**src/rtl/rand_dispatch_pkg.sv**
```systemverilog
// Shared types and constants for the random-number dispatcher.
// The LFSR tap mask selects bits 15,14,12,3 (taps 16,15,13,4).
package rand_dispatch_pkg;

    typedef enum logic [1:0] {
        IDLE,
        DRAW,
        DELIVER
    } state_e;

    localparam logic [15:0] LFSR_TAPS     = 16'hD008;
    localparam logic [15:0] LFSR_SEED_DEF = 16'hACE1;
    localparam logic [15:0] LFSR_ZERO_ESC = 16'h0001;

endpackage

```
**src/rtl/rand_dispatch_if.sv**
```systemverilog
// Requester-side bundle: level requests in, one-hot ack and value out.
interface rand_dispatch_if #(
    parameter int N_REQ     = 4,
    parameter int SIZE_BITS = 11
);

    logic [N_REQ-1:0]     req;
    logic [N_REQ-1:0]     ack;
    logic [SIZE_BITS-1:0] dout;
    logic                 busy;

    modport master (output req, input ack, dout, busy);
    modport slave  (input req, output ack, dout, busy);

endinterface

```
**src/rtl/rand_dispatch_lfsr16.sv**
```systemverilog
// 16-bit Fibonacci LFSR with a free-running counter that is folded in
// on each rising edge of seed_rise.
module lfsr16
    import rand_dispatch_pkg::*;
#(
    parameter logic [15:0] SEED = LFSR_SEED_DEF
) (
    input  logic        clk,
    input  logic        reset,
    input  logic        seed_rise,
    output logic [15:0] lfsr_q
);

    logic [15:0] lfsr_d;
    logic [15:0] cnt_q;
    logic [15:0] cnt_d;
    logic [15:0] mixed;
    logic        seed_q;
    logic        seed_d;

    always_comb begin
        cnt_d  = cnt_q + 16'd1;
        seed_d = seed_rise;
        mixed  = lfsr_q ^ cnt_q;
        lfsr_d = {lfsr_q[14:0], ^(lfsr_q & LFSR_TAPS)};
        // An all-zero state would lock the LFSR, so escape to 1.
        if (seed_rise && !seed_q) begin
            lfsr_d = (mixed == 16'h0) ? LFSR_ZERO_ESC : mixed;
        end
    end

    always_ff @(posedge clk) begin
        if (reset) begin
            lfsr_q <= SEED;
            cnt_q  <= 16'h0;
            seed_q <= 1'b0;
        end else begin
            lfsr_q <= lfsr_d;
            cnt_q  <= cnt_d;
            seed_q <= seed_d;
        end
    end

endmodule

```
**src/rtl/rand_dispatch.sv**
```systemverilog
// Round-robin dispatcher handing out range-limited LFSR values
// drawn by rejection sampling, with a midpoint fallback.
module rand_dispatch
    import rand_dispatch_pkg::*;
#(
    parameter int          N_REQ     = 4,
    parameter int          SIZE_BITS = 11,
    parameter int          MIN_VAL   = 0,
    parameter int          MAX_VAL   = 255,
    parameter int          MAX_TRIES = 8,
    parameter logic [15:0] LFSR_SEED = 16'hACE1
) (
    input  logic             clk,
    input  logic             reset,
    input  logic             seed_rise,
    rand_dispatch_if.slave   bus
);

    localparam int SPAN  = MAX_VAL - MIN_VAL;
    localparam int MBITS = (SPAN < 1) ? 1 : $clog2(SPAN + 1);
    localparam int PTR_W = $clog2(N_REQ);
    localparam int TRY_W = (MAX_TRIES < 2) ? 1 : $clog2(MAX_TRIES);

    localparam logic [SIZE_BITS-1:0] FALLBACK = SIZE_BITS'((MAX_VAL + MIN_VAL) / 2);
    localparam logic [SIZE_BITS-1:0] MIN_V    = SIZE_BITS'(MIN_VAL);
    localparam logic [SIZE_BITS-1:0] SPAN_V   = SIZE_BITS'(SPAN);
    localparam logic [TRY_W-1:0]     LAST_TRY = TRY_W'(MAX_TRIES - 1);

    state_e               state_q, state_d;
    logic [PTR_W-1:0]     grant_q, grant_d;
    logic [PTR_W-1:0]     rr_q, rr_d;
    logic [TRY_W-1:0]     tries_q, tries_d;
    logic [SIZE_BITS-1:0] dout_q, dout_d;
    logic [15:0]          lfsr_q;
    logic [SIZE_BITS-1:0] cand;
    logic [PTR_W-1:0]     pick;
    logic                 found;
    logic                 lfsr_unused;
    int                   idx;

    lfsr16 #(.SEED(LFSR_SEED)) u_lfsr (
        .clk       (clk),
        .reset     (reset),
        .seed_rise (seed_rise),
        .lfsr_q    (lfsr_q)
    );

    assign cand        = SIZE_BITS'(lfsr_q[MBITS-1:0]);
    assign lfsr_unused = ^lfsr_q;

    // First pending requester at or after rr_q, wrapping around.
    always_comb begin
        pick  = '0;
        found = 1'b0;
        idx   = 0;
        for (int i = 0; i < N_REQ; i++) begin
            idx = (int'(rr_q) + i) % N_REQ;
            if (!found && bus.req[PTR_W'(idx)]) begin
                pick  = PTR_W'(idx);
                found = 1'b1;
            end
        end
    end

    always_comb begin
        state_d = state_q;
        grant_d = grant_q;
        rr_d    = rr_q;
        tries_d = tries_q;
        dout_d  = dout_q;
        unique case (state_q)
            IDLE: begin
                if (found) begin
                    grant_d = pick;
                    tries_d = '0;
                    state_d = DRAW;
                end
            end
            DRAW: begin
                if (!bus.req[grant_q]) begin
                    state_d = IDLE;
                end else if (cand <= SPAN_V) begin
                    dout_d  = cand + MIN_V;
                    state_d = DELIVER;
                end else if (tries_q == LAST_TRY) begin
                    dout_d  = FALLBACK;
                    state_d = DELIVER;
                end else begin
                    tries_d = tries_q + TRY_W'(1);
                end
            end
            DELIVER: begin
                rr_d    = (int'(grant_q) == N_REQ - 1) ? '0 : grant_q + PTR_W'(1);
                state_d = IDLE;
            end
            default: state_d = IDLE;
        endcase
    end

    always_comb begin
        bus.ack = '0;
        if (state_q == DELIVER) bus.ack[grant_q] = 1'b1;
    end

    assign bus.busy = (state_q != IDLE);
    assign bus.dout = dout_q;

    always_ff @(posedge clk) begin
        if (reset) begin
            state_q <= IDLE;
            grant_q <= '0;
            rr_q    <= '0;
            tries_q <= '0;
            dout_q  <= FALLBACK;
        end else begin
            state_q <= state_d;
            grant_q <= grant_d;
            rr_q    <= rr_d;
            tries_q <= tries_d;
            dout_q  <= dout_d;
        end
    end

endmodule

```
**src/flat_wrapper.sv**
```systemverilog
// flat-port wrapper written by rule: the top's interface ports become plain ports
module rand_dispatch_flat import rand_dispatch_pkg::*;
#(
    parameter int          N_REQ     = 4,
    parameter int          SIZE_BITS = 11,
    parameter int          MIN_VAL   = 0,
    parameter int          MAX_VAL   = 255,
    parameter int          MAX_TRIES = 8,
    parameter logic [15:0] LFSR_SEED = 16'hACE1
)
  (clk, reset, seed_rise, bus_req, bus_ack, bus_dout, bus_busy);
  rand_dispatch_if #(.N_REQ(N_REQ), .SIZE_BITS(SIZE_BITS)) bus_i ();
  input  logic clk;
  input  logic reset;
  input  logic seed_rise;
  input wire logic [$bits(bus_i.req)-1:0] bus_req;
  output wire logic [$bits(bus_i.ack)-1:0] bus_ack;
  output wire logic [$bits(bus_i.dout)-1:0] bus_dout;
  output wire logic [$bits(bus_i.busy)-1:0] bus_busy;
  assign bus_i.req = bus_req;
  assign bus_ack = bus_i.ack;
  assign bus_dout = bus_i.dout;
  assign bus_busy = bus_i.busy;
  rand_dispatch #(.N_REQ(N_REQ), .SIZE_BITS(SIZE_BITS), .MIN_VAL(MIN_VAL), .MAX_VAL(MAX_VAL), .MAX_TRIES(MAX_TRIES), .LFSR_SEED(LFSR_SEED)) u_core (.clk(clk), .reset(reset), .seed_rise(seed_rise), .bus(bus_i));
endmodule
```
**config.mk**
```make
export PLATFORM = sky130hd
export DESIGN_NAME = rand_dispatch_flat
export DESIGN_NICKNAME = d
export VERILOG_FILES = /design/src/rtl/rand_dispatch_pkg.sv /design/src/rtl/rand_dispatch_if.sv /design/src/rtl/rand_dispatch_lfsr16.sv /design/src/rtl/rand_dispatch.sv /design/src/flat_wrapper.sv
export SDC_FILE = /design/constraint.sdc
export NUM_CORES = 1
export LEC_CHECK = 0
export ABC_AREA = 1
export CORE_MARGIN = 2
export CORE_UTILIZATION = 35
export DETAILED_ROUTE_END_ITERATION = 16
export GPL_TIMING_DRIVEN = 0
export HOLD_SLACK_MARGIN = 0.12
export MAX_ROUTING_LAYER = met4
export PLACE_DENSITY = 0.64
export RECOVER_POWER = 25
export SYNTH_ARGS = -nofsm -noshare
export SYNTH_HDL_FRONTEND = slang
export SYNTH_SLANG_ARGS = --single-unit
```
**constraint.sdc**
```tcl
create_clock -name clk -period 1.7 [get_ports clk]
set_clock_uncertainty 0.15 [all_clocks]
set_input_delay 0.51 -clock clk [delete_from_list [all_inputs] [get_ports clk]]
set_output_delay 0.51 -clock clk [all_outputs]
set_load 0.1 [all_outputs]
```
==> results.cfg, run 1 <==
[placed_design]
dp_hpwl_mm = 3.74
place_congestion = 0.840
io_buffer_count = 19
post-place-ws_ns = -0.853
dp_cells = 430

[worst_setup_path]
critPathRequiredTime_ns = 1.04
rr_endpoint = u_core.grant_q[0]
end_kind = primary output
worstPathArrival_ns = 1.22
rrSetupSlack_ns = 0.08
critPathMaxFanout = 6
worst_r2r_path_depth = 11
startpoint_type = flop
critPathKind = flop to primary output
reg2reg_from = u_core.grant_q[0]
startpoint = u_core.state_q[1]

[global_route]
grt.met3_usage = 0.0314
grt_pass1_vias = 2097
grt_pass1_wl_mm = 9.16
grtUsageMet2 = 0.248
grt_busiest_layer = met2
grt_max_degree = 14
use_met1 = 0.200
grt_usage = 0.158
antenna_found_initial = 0
overflow = 0

[cells_and_area]
n_antenna_cell = 0
fin_nets = 385
multi_input_area_sq_um = 1370
seq_area_sq_um = 958
syn2layout_area_growth_pct = 29.7
final_util = 0.463
finalNonFillerCells = 454
fillers = 654
drive_above_1_share = 0.270

[detailed_routing]
wl_mm = 5.47
viasPerCell = 4.78
wl_per_cell_um = 12.1
drt_iter0_drc = 113
dr_total_vias = 2171
postRouteAntennaNets = 0
drc = 0
dr.pass1.iters = 6

[synth]
ys_top_cells_by_area = dfxtp_1 (39%), nand2_1 (12%), a21oi_1 (5.9%)
ys_seq_area_frac = 0.395
yosys-top-cells-count = nand2_1 (74), dfxtp_1 (47), nor2_1 (37)
avgSynthCellArea_sq_um = 7.25
syn_area_sq_um = 2380
yosysMostFrequentCell = nand2_1
yosys.area.top_type = dfxtp_1
ys_ff_latch = 47
ys_warn_count = 0
synthCells = 329
synth.top_cell.area_share = 0.395
synth_cell_types = 28
synthArstFlopShare = 0
synth_edf_count = 0
ys.flop_type = dfxtp_1

[clock_tree]
cts-root-buf = clkbuf_8
path_clk_slew_ns = 0.08
clock_latency_ns = 0.30
cts_inserted_buffers = 5
clockBufferDepth = 2
tritoncts = done
ctsHtreeMaxLevel = 2
cts.sinks = 47

[power]
p_leak_nw = 1.32
peakVddDrop_mv = 0.340
powerDensity_nw_per_um2 = 1060

[sta]
hold_viol_final = 0
setup_viol = 5
slew_viol_final = 0
rsz0062_at_grt = yes
fin_ws_ns = -0.180
min_period_ns = 1.88
maxClockFrequency_mhz = 532
fin_crit_sh = 1.11
slew_headroom = 0.621
worst_pin_slew_ns = 0.568

[floorplanning]
rows = 30
io_pins = 23
die_w_um = 86.5
die_h_um = 86.5
dieArea_sq_um = 7490
core_area_sq_um = 6680
start_util = 0.357

[job]
max_cap_viol_count = 0

[outcome]
status = finished with violations
violations = negative setup slack

[hold_path]
hold_class = flop to flop
min_to = u_core.bus.dout[7]
min_from = u_core.bus.dout[7]
holdPathStages = 2
## worst max path at each step
stage                       endpoint  cells past startpoint
after CTS                 bus_ack[1]                      5
after floorplan           bus_ack[0]                      4
final                     bus_ack[3]                      5
after detailed placement  bus_ack[0]                      5
after global routing      bus_ack[3]                      5
after global placement    bus_ack[0]                      5
## layer usage
layer  up-vias  part of all wire
li1       1133                 -
met1       996              0.49
met2        33              0.46
met3         9             0.031
met4         0             0.016
met5         -                 0
## power by group
group          switching, W  internal (W)  total [W]
sequential         0.000106       0.00121    0.00132
clock              0.000369      0.000372   0.000741
combinational      0.000802      0.000428    0.00123
## cell type report
cell class / instances / area share
flip-flops and latches: 47 / 0.310
plain buffers: 12 / 0.0239
repair buffers: 35 / 0.110
well taps: 80 / 0.0324
inverters: 36 / 0.0469
multi-input cells: 236 / 0.444
clock buffers: 8 / 0.0324
## timing repair
action / CTS / global route
buffers inserted: 18 / 2
hold buffers: 0 / 0
pin swaps: 12 / 10
gates resized for setup: 127 / 24
endpoints found under the setup margin: 45 / 34
## registers in the layout, summed over array words and instances, names as in the netlist
register / flops
u_core.u_lfsr.lfsr_q: 16
u_core.u_lfsr.cnt_q: 16
u_core.state_q: 2
u_core.u_lfsr.seed_q: 1
u_core.bus.dout: 8
u_core.grant_q: 2
u_core.rr_q: 2
## logic make-up (layout without fill, tap and decap cells)
group           after synthesis  count (layout)  share of synthesized area
other cells                   1               3                    0.00157
xor+xnor                     22              22                     0.0808
fa+ha+maj                     5               5                     0.0262
buf+inv                      48              91                     0.0834
flops                        47              47                      0.395
compound gates               55              55                      0.122
simple gates                151             151                      0.291
## worst max-delay path, stage by stage (launching register included)
cell	delay [ns]
dfxtp_2	0.36
inv_2	0.05
nor2_4	0.12
inv_4	0.08
nor2_4	0.13
buf_12	0.18
## stage by stage
| step | TNS (ns) | hold slack (ns) | total power (W) | area (sq um) |
|---|---|---|---|---|
| after CTS | -0.883 | 0.321 | 0.00328 | 3020 |
| after global routing | -1.83 | 0.349 | 0.00348 | 3090 |
| final | -0.822 | 0.321 | 0.00329 | 3090 |
| after floorplan | -0.168 | 0.300 | 0.00212 | 2420 |
| after detailed placement | -24.13 | 0.308 | 0.00234 | 2720 |
| after global placement | -23.37 | 0.308 | 0.00233 | 2720 |
## cells in the final DEF, fill, tap and decap left out, types with 7 or more instances in the layout
cell type / synthesis / routed
dfxtp_1: 47 / 41
inv_1: 32 / 20
clkbuf_8: 0 / 7
nor2_4: 3 / 9
a21oi_1: 28 / 27
buf_4: 4 / 25
nand2_1: 74 / 70
nand3_1: 21 / 20
nor2_1: 37 / 31
o21ai_0: 21 / 19
inv_2: 4 / 13
xnor2_1: 16 / 16
Power figures use the tool's default switching activity.
==> run 2: changes to the inputs <==
--- a/config.mk
+++ b/config.mk
@@ -5,7 +5,6 @@
 export SDC_FILE = /design/constraint.sdc
 export NUM_CORES = 1
 export LEC_CHECK = 0
-export ABC_AREA = 1
 export CORE_MARGIN = 2
 export CORE_UTILIZATION = 35
 export DETAILED_ROUTE_END_ITERATION = 16
==> results.cfg, run 2 <==
[global_route]
antenna_found_initial = 0
grt_pass1_vias = 1740
grt_usage = 0.161
grt_pass1_wl_mm = 8.89
grt_max_degree = 15
overflow = 0

[clock_tree]
ctsHtreeMaxLevel = 2
cts_inserted_buffers = 5
path_clk_slew_ns = 0.09
cts.sinks = 47
clockBufferDepth = 2
cts-hold-fix-buffers = 0
cts-root-buf = clkbuf_8
tritoncts = done
clock_latency_ns = 0.30

[worst_setup_path]
startpoint_type = flop
endpoint = bus_ack[0]
worstPathArrival_ns = 1.24
critPathKind = flop to primary output
critPathMaxFanout = 2
startpoint = u_core.grant_q[0]
end_kind = primary output
rr_endpoint = u_core.bus.dout[0]
critPathRequiredTime_ns = 1.04
rrSetupSlack_ns = -0.10
reg2reg_from = u_core.grant_q[0]
worst_r2r_path_depth = 7

[synth]
avgSynthCellArea_sq_um = 9.10
synthArstFlopShare = 0
synth_edf_count = 0
ys_top_cells_by_area = dfxtp_1 (41%), xnor2_1 (8.0%), nor2_1 (4.4%)
synthCells = 252
ys.flop_type = dfxtp_1
ys_ff_latch = 47
syn_area_sq_um = 2290
synth.top_cell.area_share = 0.410
yosys.area.top_type = dfxtp_1
ys_seq_area_frac = 0.410
yosys-top-cells-count = dfxtp_1 (47), nor2_1 (27), xnor2_1 (21)
ys_warn_count = 0
synth_cell_types = 41
yosysMostFrequentCell = dfxtp_1

[sta]
setup_viol = 14
min_period_ns = 1.90
slew_headroom = 0.657
fin_crit_sh = 1.12
worst_pin_slew_ns = 0.514
maxClockFrequency_mhz = 525
slew_viol_final = 0
fin_hold_ws_ns = 0.328
fin_ws_ns = -0.204
hold_viol_final = 0
rsz0062_at_grt = yes

[cells_and_area]
fillers = 569
n_antenna_cell = 0
layout_common_cells = dfxtp_1 (31), nor2_1 (27), buf_4 (24)
final_common_cell = dfxtp_1
final_util = 0.489
syn2layout_area_growth_pct = 35.4
finalNonFillerCells = 373
fin_nets = 307
drive_above_1_share = 0.365

[power]
peakVddDrop_mv = 0.593
powerDensity_nw_per_um2 = 902
p_int_w = 0.00185
swShare = 0.337
p_sw_w = 0.000944
seqPwrFrac = 0.453
power.total_w = 0.00280
combPwrFrac = 0.276
power_frac_clock = 0.270
p_leak_nw = 1.13

[detailed_routing]
drt_iter0_drc = 163
wl_mm = 5.44
dr_total_vias = 1908
dr.pass1.iters = 4
wl_per_cell_um = 14.6
drc = 0
viasPerCell = 5.12
postRouteAntennaNets = 0

[floorplanning]
die_w_um = 84.9
rows = 29
die_h_um = 84.9
start_util = 0.361
io_pins = 23
core_area_sq_um = 6350
dieArea_sq_um = 7210

[job]
max_cap_viol_count = 0

[placed_design]
io_buffer_count = 18
dp_cells = 349
dp_hpwl_mm = 3.58
place_congestion = 0.810

[hold_path]
hold_class = flop to flop

[outcome]
status = finished with violations
violations = negative setup slack
## run 2: cell count changes in the layout (fill, tap and decap cells not counted), sizes merged, moves of 9 or more
cell / change
nand2: -66
inv: -29
a21oi: -20
nor2: -14
o21ai: -11
xnor2: +11
a211oi: +9
## run 2: repair_timing
item / 4_1_cts / 5_1_grt
setup buffers: 6 / 9
pin swaps: 7 / 12
cloned: 1 / 0
gates resized for setup: 140 / 40
endpoints found under the setup margin: 33 / 24
## run 2: cell families (layout without fill, tap and decap cells)
| kind of cell | count (synthesis) | after routing | synth area share |
|---|---|---|---|
| XOR/XNOR | 30 | 30 | 0.134 |
| AO/OA/AOI/OAI | 45 | 46 | 0.129 |
| multiplexers | 3 | 3 | 0.0131 |
| AND/OR/NAND/NOR | 98 | 98 | 0.230 |
| flip-flops | 47 | 47 | 0.410 |
| other | 1 | 3 | 0.00164 |
| adder cells (fa/ha/maj) | 5 | 5 | 0.0273 |
| buffers and inverters | 23 | 64 | 0.0540 |
## run 2: routing by layer
| metal | vias to the layer above | routed length (um) | track usage |
|---|---|---|---|
| li1 | 956 | - | - |
| met1 | 896 | 2550 | 0.209 |
| met2 | 45 | 2550 | 0.243 |
| met3 | 11 | 275 | 0.0535 |
| met4 | 0 | 65 | 0.0375 |
| met5 | - | 0 | - |
## run 2: layout make-up
| class | count | area, sq um | share of cell area |
|---|---|---|---|
| clock inverter | 1 | 7.51 | 0.00242 |
| timing repair buffer | 33 | 333 | 0.107 |
| buffer | 16 | 115 | 0.0371 |
| multi-input combinational | 185 | 1450 | 0.468 |
| sequential | 47 | 968 | 0.312 |
| clock buffer | 7 | 96.3 | 0.0310 |
| inverter | 7 | 33.8 | 0.0109 |
| tap | 77 | 96.3 | 0.0310 |
## run 2: worst min-delay path by stage
stage                                      start                endpoint  cells past startpoint
after detailed placement      u_core.bus.dout[4]      u_core.bus.dout[4]                      2
after CTS                     u_core.bus.dout[4]      u_core.bus.dout[4]                      2
after global placement        u_core.bus.dout[7]      u_core.bus.dout[7]                      2
after floorplan           u_core.u_lfsr.cnt_q[0]  u_core.u_lfsr.cnt_q[0]                      1
final                         u_core.bus.dout[4]      u_core.bus.dout[4]                      2
after global routing          u_core.bus.dout[3]      u_core.bus.dout[3]                      2
## run 2: stage by stage
| stage | setup TNS [ns] | cell area, sq um | setup slack, ns |
|---|---|---|---|
| global route | -2.65 | 3100 | -0.254 |
| floorplan | -0.290 | 2310 | -0.0598 |
| global placement | -22.51 | 2590 | -1.08 |
| detailed placement | -22.68 | 2590 | -1.08 |
| CTS | -0.790 | 2900 | -0.193 |
| finish | -1.47 | 3100 | -0.204 |
## run 2: worst max-delay path, cell delays in order, from the launching register on
cell and delay, ns:
dfxtp_2 0.36, buf_6 0.11, inv_6 0.04, ha_4 0.14
and2_4 0.13, buf_12 0.16
## run 2: power by group through the flow
| stage | clock (W) | combinational [W] | sequential, W |
|---|---|---|---|
| 2_1_floorplan | 0 | 0.000333 | 0.00141 |
| 3_3_place_gp | 0 | 0.000601 | 0.00127 |
| 3_5_place_dp | 0 | 0.000609 | 0.00128 |
| 4_1_cts | 0.000768 | 0.000686 | 0.00126 |
| 5_1_grt | 0.000828 | 0.000827 | 0.00128 |
| 6_report | 0.000756 | 0.000773 | 0.00127 |
